--- src/rtl/sisc_ctrl_mc.sv ---
// sisc_ctrl_mc -- multi-cycle control FSM for the SISC processor.
//
// Sequences START0/START1 -> FETCH -> DECODE -> EXECUTE -> MEM -> WB for
// NOOP, LOD, STR, ALU_OP, BRA, BRR and BNE.  HLT, or a data-memory access
// that never completes, ends in HALT.  Unknown opcodes run as NOOP.
//
// Optional feature: define CTRL_HALT_RESUME_EN to allow leaving HALT via
// `resume` (returns to FETCH and clears mem_err).  Undefined, HALT is
// terminal until rst_f.
//
// Ports:
//   clk, rst_f        clock (rising edge), asynchronous active-low reset
//   opcode, mm, stat  IR opcode, addressing mode / branch mask, status flags
//   mem_ready         data memory completes the current access
//   resume            leave HALT (CTRL_HALT_RESUME_EN builds only)
//   rf_we, wb_sel     register-file write enable, write-back source (1 = mem)
//   rd_sel            register read-port select (STR source register)
//   br_sel            branch target: 1 = relative, 0 = absolute
//   pc_rst, pc_write, pc_sel   PC reset, PC load, PC source (1 = branch)
//   ir_load           instruction register load
//   alu_op            00 reg arith, 01 imm arith, 10 address calc, 11 pass
//   mem_req, dm_we    data memory request / write enable
//   halted, mem_err   in HALT / sticky memory timeout
//   state             present state encoding
module sisc_ctrl_mc #(
   parameter int unsigned OP_W         = 4,
   parameter int unsigned MM_W         = 4,
   parameter int unsigned AM_IMM       = 8,
   parameter int unsigned MEM_WAIT_MAX = 15
) (
   input  logic            clk,
   input  logic            rst_f,
   input  logic [OP_W-1:0] opcode,
   input  logic [MM_W-1:0] mm,
   input  logic [MM_W-1:0] stat,
   input  logic            mem_ready,
   input  logic            resume,
   output logic            rf_we,
   output logic            wb_sel,
   output logic            rd_sel,
   output logic            br_sel,
   output logic            pc_rst,
   output logic            pc_write,
   output logic            pc_sel,
   output logic            ir_load,
   output logic [1:0]      alu_op,
   output logic            mem_req,
   output logic            dm_we,
   output logic            halted,
   output logic            mem_err,
   output logic [2:0]      state
);

   localparam int unsigned CNT_W = $clog2(MEM_WAIT_MAX + 1);
   // Last counter value before the increment that would reach MEM_WAIT_MAX.
   localparam logic [CNT_W-1:0] CNT_LAST = CNT_W'(MEM_WAIT_MAX - 1);

   localparam logic [OP_W-1:0] OP_LOD = OP_W'(1);
   localparam logic [OP_W-1:0] OP_STR = OP_W'(2);
   localparam logic [OP_W-1:0] OP_BRA = OP_W'(4);
   localparam logic [OP_W-1:0] OP_BRR = OP_W'(5);
   localparam logic [OP_W-1:0] OP_BNE = OP_W'(6);
   localparam logic [OP_W-1:0] OP_ALU = OP_W'(8);
   localparam logic [OP_W-1:0] OP_HLT = OP_W'(15);

   typedef enum logic [2:0] {
      ST_START0  = 3'd0,
      ST_START1  = 3'd1,
      ST_FETCH   = 3'd2,
      ST_DECODE  = 3'd3,
      ST_EXECUTE = 3'd4,
      ST_MEM     = 3'd5,
      ST_WB      = 3'd6,
      ST_HALT    = 3'd7
   } state_t;

   state_t           cur;
   state_t           nxt;
   logic [CNT_W-1:0] cnt;

   logic is_lod, is_str, is_bra, is_brr, is_bne, is_alu, is_hlt, is_mem;
   logic cond_hit, br_taken, imm_mode, timeout;

   assign is_lod   = (opcode == OP_LOD);
   assign is_str   = (opcode == OP_STR);
   assign is_bra   = (opcode == OP_BRA);
   assign is_brr   = (opcode == OP_BRR);
   assign is_bne   = (opcode == OP_BNE);
   assign is_alu   = (opcode == OP_ALU);
   assign is_hlt   = (opcode == OP_HLT);
   assign is_mem   = is_lod | is_str;
   assign imm_mode = (mm == MM_W'(AM_IMM));

   assign cond_hit = |(stat & mm);
   assign br_taken = ((is_bra | is_brr) & cond_hit) | (is_bne & ~cond_hit);

   // Ready in the final allowed cycle still completes the access.
   assign timeout  = (cur == ST_MEM) & is_mem & ~mem_ready & (cnt == CNT_LAST);

   assign state = cur;

`ifndef CTRL_HALT_RESUME_EN
   logic resume_unused;
   assign resume_unused = resume;
`endif

   // State register
   always_ff @(posedge clk or negedge rst_f) begin
      if (!rst_f) begin
         cur <= ST_START0;
      end else begin
         cur <= nxt;
      end
   end

   // MEM wait counter and sticky timeout flag
   always_ff @(posedge clk or negedge rst_f) begin
      if (!rst_f) begin
         cnt     <= '0;
         mem_err <= 1'b0;
      end else begin
         // EXECUTE always precedes MEM, so clearing here clears on MEM entry.
         if (cur == ST_EXECUTE) begin
            cnt <= '0;
         end else if ((cur == ST_MEM) && is_mem && !mem_ready) begin
            cnt <= cnt + CNT_W'(1);
         end

         if (timeout) begin
            mem_err <= 1'b1;
`ifdef CTRL_HALT_RESUME_EN
         end else if ((cur == ST_HALT) && resume) begin
            mem_err <= 1'b0;
`endif
         end
      end
   end

   // Next-state logic
   always_comb begin
      nxt = cur;
      unique case (cur)
         ST_START0:  nxt = ST_START1;
         ST_START1:  nxt = ST_FETCH;
         ST_FETCH:   nxt = ST_DECODE;
         ST_DECODE:  nxt = is_hlt ? ST_HALT : ST_EXECUTE;
         ST_EXECUTE: nxt = ST_MEM;
         ST_MEM: begin
            if (!is_mem || mem_ready) begin
               nxt = ST_WB;
            end else if (timeout) begin
               nxt = ST_HALT;
            end
         end
         ST_WB:      nxt = ST_FETCH;
         ST_HALT: begin
`ifdef CTRL_HALT_RESUME_EN
            if (resume) begin
               nxt = ST_FETCH;
            end
`endif
         end
      endcase
   end

   // Output logic
   always_comb begin
      rf_we    = 1'b0;
      wb_sel   = 1'b0;
      rd_sel   = 1'b0;
      br_sel   = 1'b0;
      pc_rst   = 1'b0;
      pc_write = 1'b0;
      pc_sel   = 1'b0;
      ir_load  = 1'b0;
      alu_op   = 2'b00;
      mem_req  = 1'b0;
      dm_we    = 1'b0;
      halted   = 1'b0;
      unique case (cur)
         ST_START0: pc_rst = 1'b1;
         ST_START1: ;
         ST_FETCH: begin
            ir_load  = 1'b1;
            pc_write = 1'b1;
            pc_sel   = 1'b0;
         end
         ST_DECODE: rd_sel = is_str;
         ST_EXECUTE: begin
            if (is_alu) begin
               alu_op = imm_mode ? 2'b01 : 2'b00;
            end else if (is_mem) begin
               alu_op = 2'b10;
            end
            if (br_taken) begin
               pc_write = 1'b1;
               pc_sel   = 1'b1;
               br_sel   = is_brr | is_bne;
            end
         end
         ST_MEM: begin
            if (is_mem) begin
               mem_req = 1'b1;
               dm_we   = is_str;
            end
         end
         ST_WB: begin
            rf_we  = is_alu | is_lod;
            wb_sel = is_lod;
         end
         ST_HALT: halted = 1'b1;
      endcase
   end

endmodule

--- config.mk ---
export PLATFORM = sky130hd
export DESIGN_NAME = sisc_ctrl_mc
export DESIGN_NICKNAME = d
export VERILOG_FILES = /design/src/rtl/sisc_ctrl_mc.sv
export SDC_FILE = /design/constraint.sdc
export NUM_CORES = 1
export LEC_CHECK = 0
export ABC_AREA = 1
export CORE_MARGIN = 1
export CORE_UTILIZATION = 42
export DETAILED_ROUTE_END_ITERATION = 6
export GPL_TIMING_DRIVEN = 0
export PLACE_DENSITY = 0.83
export SLEW_MARGIN = 10
export SYNTH_ARGS = -nofsm -noshare
export SYNTH_HDL_FRONTEND = slang
export SYNTH_SLANG_ARGS = --single-unit
--- constraint.sdc ---
create_clock -name clk -period 2.21 [get_ports clk]
set_clock_uncertainty 0.1 [all_clocks]
set_input_delay 0.663 -clock clk [delete_from_list [all_inputs] [get_ports clk]]
set_output_delay 0.663 -clock clk [all_outputs]
set_load 0.05 [all_outputs]
==> impl_metrics.yaml <==
timing:
  slew_headroom: 0.665
  max_freq_mhz: 444
  finalMaxSlewViolations: 0
  finalSetupViolations: 6
  rsz0062_at_grt: "yes"
  post-route-min-period_ns: 2.25
  fin_ws_ns: -0.0428
  finalHoldViolCount: 0
  final.setup.tns_ns: -0.102
  fin_crit_sh: 1.02
  worst_pin_slew_ns: 0.501
pwr:
  comb_power_share: 0.683
  vdd_drop_max_uv: 1230
  p_int_mw: 0.482
  p_clk_frac: 0.112
  p_per_area_nw_per_um2: 943
  p_leak_nw: 0.590
  p_total_mw: 1.10
  pwr-share-seq: 0.205
  power_switching_mw: 0.620
  swShare: 0.563
synthesis:
  syn_inst: 105
  synthAdderAreaFrac: 0.0376
  synthesis.nets: 123
  synth_simple_gate_area_frac: 0.461
  ys.flop_type: "dfrtp_1"
  synth_top_family_by_area: "simple AND/OR/NAND/NOR gates"
  synth_area_leaders: "dfrtp_1 30%, nand2_1 15%, nor2_1 9.6%"
  yosysMostFrequentCell: "nand2_1"
  muxShareOfSynthArea: 0
  synth_top_cell_by_area: "dfrtp_1"
  synth-edff-count: 0
  synth_compound_gate_area_share: 0.0752
  avgSynthCellArea_um2: 6.34
  yosysUniqueCellTypes: 20
  ys_seq_area_frac: 0.301
  ys_ff_latch: 8
  synth.top_cells.by_count: "27 x nand2_1, 17 x nor2_1, 15 x inv_1"
  synthXorXnorAreaFrac: 0.0132
  yosys_warnings: 0
  post-synth-top-area-fraction: 0.301
  syn_area_um2: 666
  ys_async_sr_fraction: 1.00
outcome:
  violations: "negative setup slack"
  run_status: "finished, violations left"
global_routing:
  grt_pass1_vias: 780
  grt_start_max_net_pins: 9
  overflow: 0
  grt_antenna_before_repair: 0
  grt.total_usage: 0.233
  grt_pass1_wl_mm: 3.14
setup_path:
  cp_slowest_cell: "nor3_4"
  criticalPathCategory: "in2out"
  path_buf_inv: 3
  worstPathCellList: "buf_8 > inv_6 > nand4_1 > nor3_4 > buf_6"
  critical_path.startpoint_type: "input port"
  crit_arrival_ns: 1.49
  required_ns: 1.45
  critPathTopFamily: "simple AND/OR/NAND/NOR gates"
  cp-end-kind: "output pin"
  critPathMaxFanout: 3
  slowest_delay_ns: 0.26
clock_tree:
  clock_latency_ns: 0.26
  cts_tree: "done"
  h-tree-depth: 1
  cts_buffers: 3
  hold_buffers: 0
  clk_pin_slew_ns: 0.06
  cts_max_path_buffers: 2
  clock_sinks: 8
  root_buffer: "clkbuf_4"
layout:
  drive_above_1_share: 0.486
  nNetsFinal: 163
  stdcell_area_um2: 1170
  n_antenna_cell: 0
  instances_no_fill: 160
  syn_to_final_growth_pct: 75.6
placement:
  place.gp.congestion: 0.821
  post-dp-hpwl_mm: 1.36
  dpl.cell_count: 152
  dpl_cell_area_um2: 1080
  dp_slack_ns: -1.21
  numPortBuffers: 31
route:
  firstDrtPassIters: 4
  routedWlPerCell_um: 11.7
  drc: 0
  viasPerCell: 5.06
  routed_wl_mm: 1.88
  first_iter_violations: 7
  vias: 810
  ant_nets: 0
floorplanning:
  die_height_um: 41.8
  core_um2: 1490
  dieArea_um2: 1750
  io_pins: 33
  rows: 14
  die_width_um: 41.8
  start_util: 0.447
worst_hold_path:
  holdCritPathClass: "reg2reg"
run:
  maxCapViolations: 0
## path summary, 6_finish.rpt
check / start / to / slack (ns) / cells after the start
worst max-delay path: opcode[1] / alu_op[0] / -0.04 / 5
worst min-delay path: mem_err$_DFFE_PN0P_ / mem_err$_DFFE_PN0P_ / 0.39 / 1
worst max register to register: state[1]$_DFFE_PN0P_ / cnt[2]$_DFFE_PN0P_ / 0.78 / 9
worst min register to register: mem_err$_DFFE_PN0P_ / mem_err$_DFFE_PN0P_ / 0.39 / 1
max in group asynchronous: rst_f / state[2]$_DFFE_PN0P_ / 1.16 / 1
min in group asynchronous: rst_f / mem_err$_DFFE_PN0P_ / 0.57 / 1
## sequential cells by signal (all words and copies together), names as in the netlist
name	cells
mem_err	1
state	3
cnt	4
## layer usage
layer,vias up,share of wire,GRT usage
met5,-,0,0
met4,0,0.025,0.129
met3,7,0.051,0.0391
met2,30,0.53,0.422
met1,361,0.39,0.253
li1,412,-,-
## final cells by class
class	count	area (um2)
Multi-Input combinational cell	78	524
Fill cell	120	320
Timing Repair Buffer	35	307
Sequential cell	8	203
Inverter	18	77.6
Clock buffer	4	26.3
Tap cell	16	20.0
Buffer	1	11.3
## power groups by stage
| stage | combinational (mW) | clock [mW] | sequential, mW |
|---|---|---|---|
| 2_1_floorplan | 0.408 | 0 | 0.318 |
| 6_report | 0.752 | 0.123 | 0.226 |
| 3_5_place_dp | 0.706 | 0 | 0.225 |
| 4_1_cts | 0.730 | 0.128 | 0.223 |
| 3_3_place_gp | 0.701 | 0 | 0.224 |
| 5_1_grt | 0.798 | 0.136 | 0.233 |
## stage by stage
stage	hold slack, ns	utilization
floorplan	0.267	-
global placement	0.366	0.724
detailed placement	0.361	0.724
CTS	0.386	0.761
global route	0.399	0.785
finish	0.388	0.785
## cells in the final DEF, fill, tap and decap left out, drive strengths merged
cell,n
a21oi,2
buf,28
clkbuf,5
clkdlybuf4s15,1
clkdlybuf4s50,3
clkinv,1
dfrtp,8
dlygate4sd2,2
dlymetal6s2s,1
ha,2
inv,17
nand2,30
nand3,10
nand3b,1
nand4,4
nor2,19
nor3,2
o21ai,5
o21bai,2
xor2,1
## timing repair
item,in CTS,in global routing
setup endpoints to repair,15,13
buffers inserted,2,2
resized for setup,148,15
pin swaps,19,6
## cells by family (layout without fill, tap and decap cells)
logic type / Yosys count / count (layout)
AND/OR/NAND/NOR: 66 / 66
buffers and inverters: 19 / 58
AO/OA/AOI/OAI: 9 / 9
flip-flops: 8 / 8
adder cells (fa/ha/maj): 2 / 2
XOR/XNOR: 1 / 1
No activity file was read; power rests on OpenSTA's default activity.
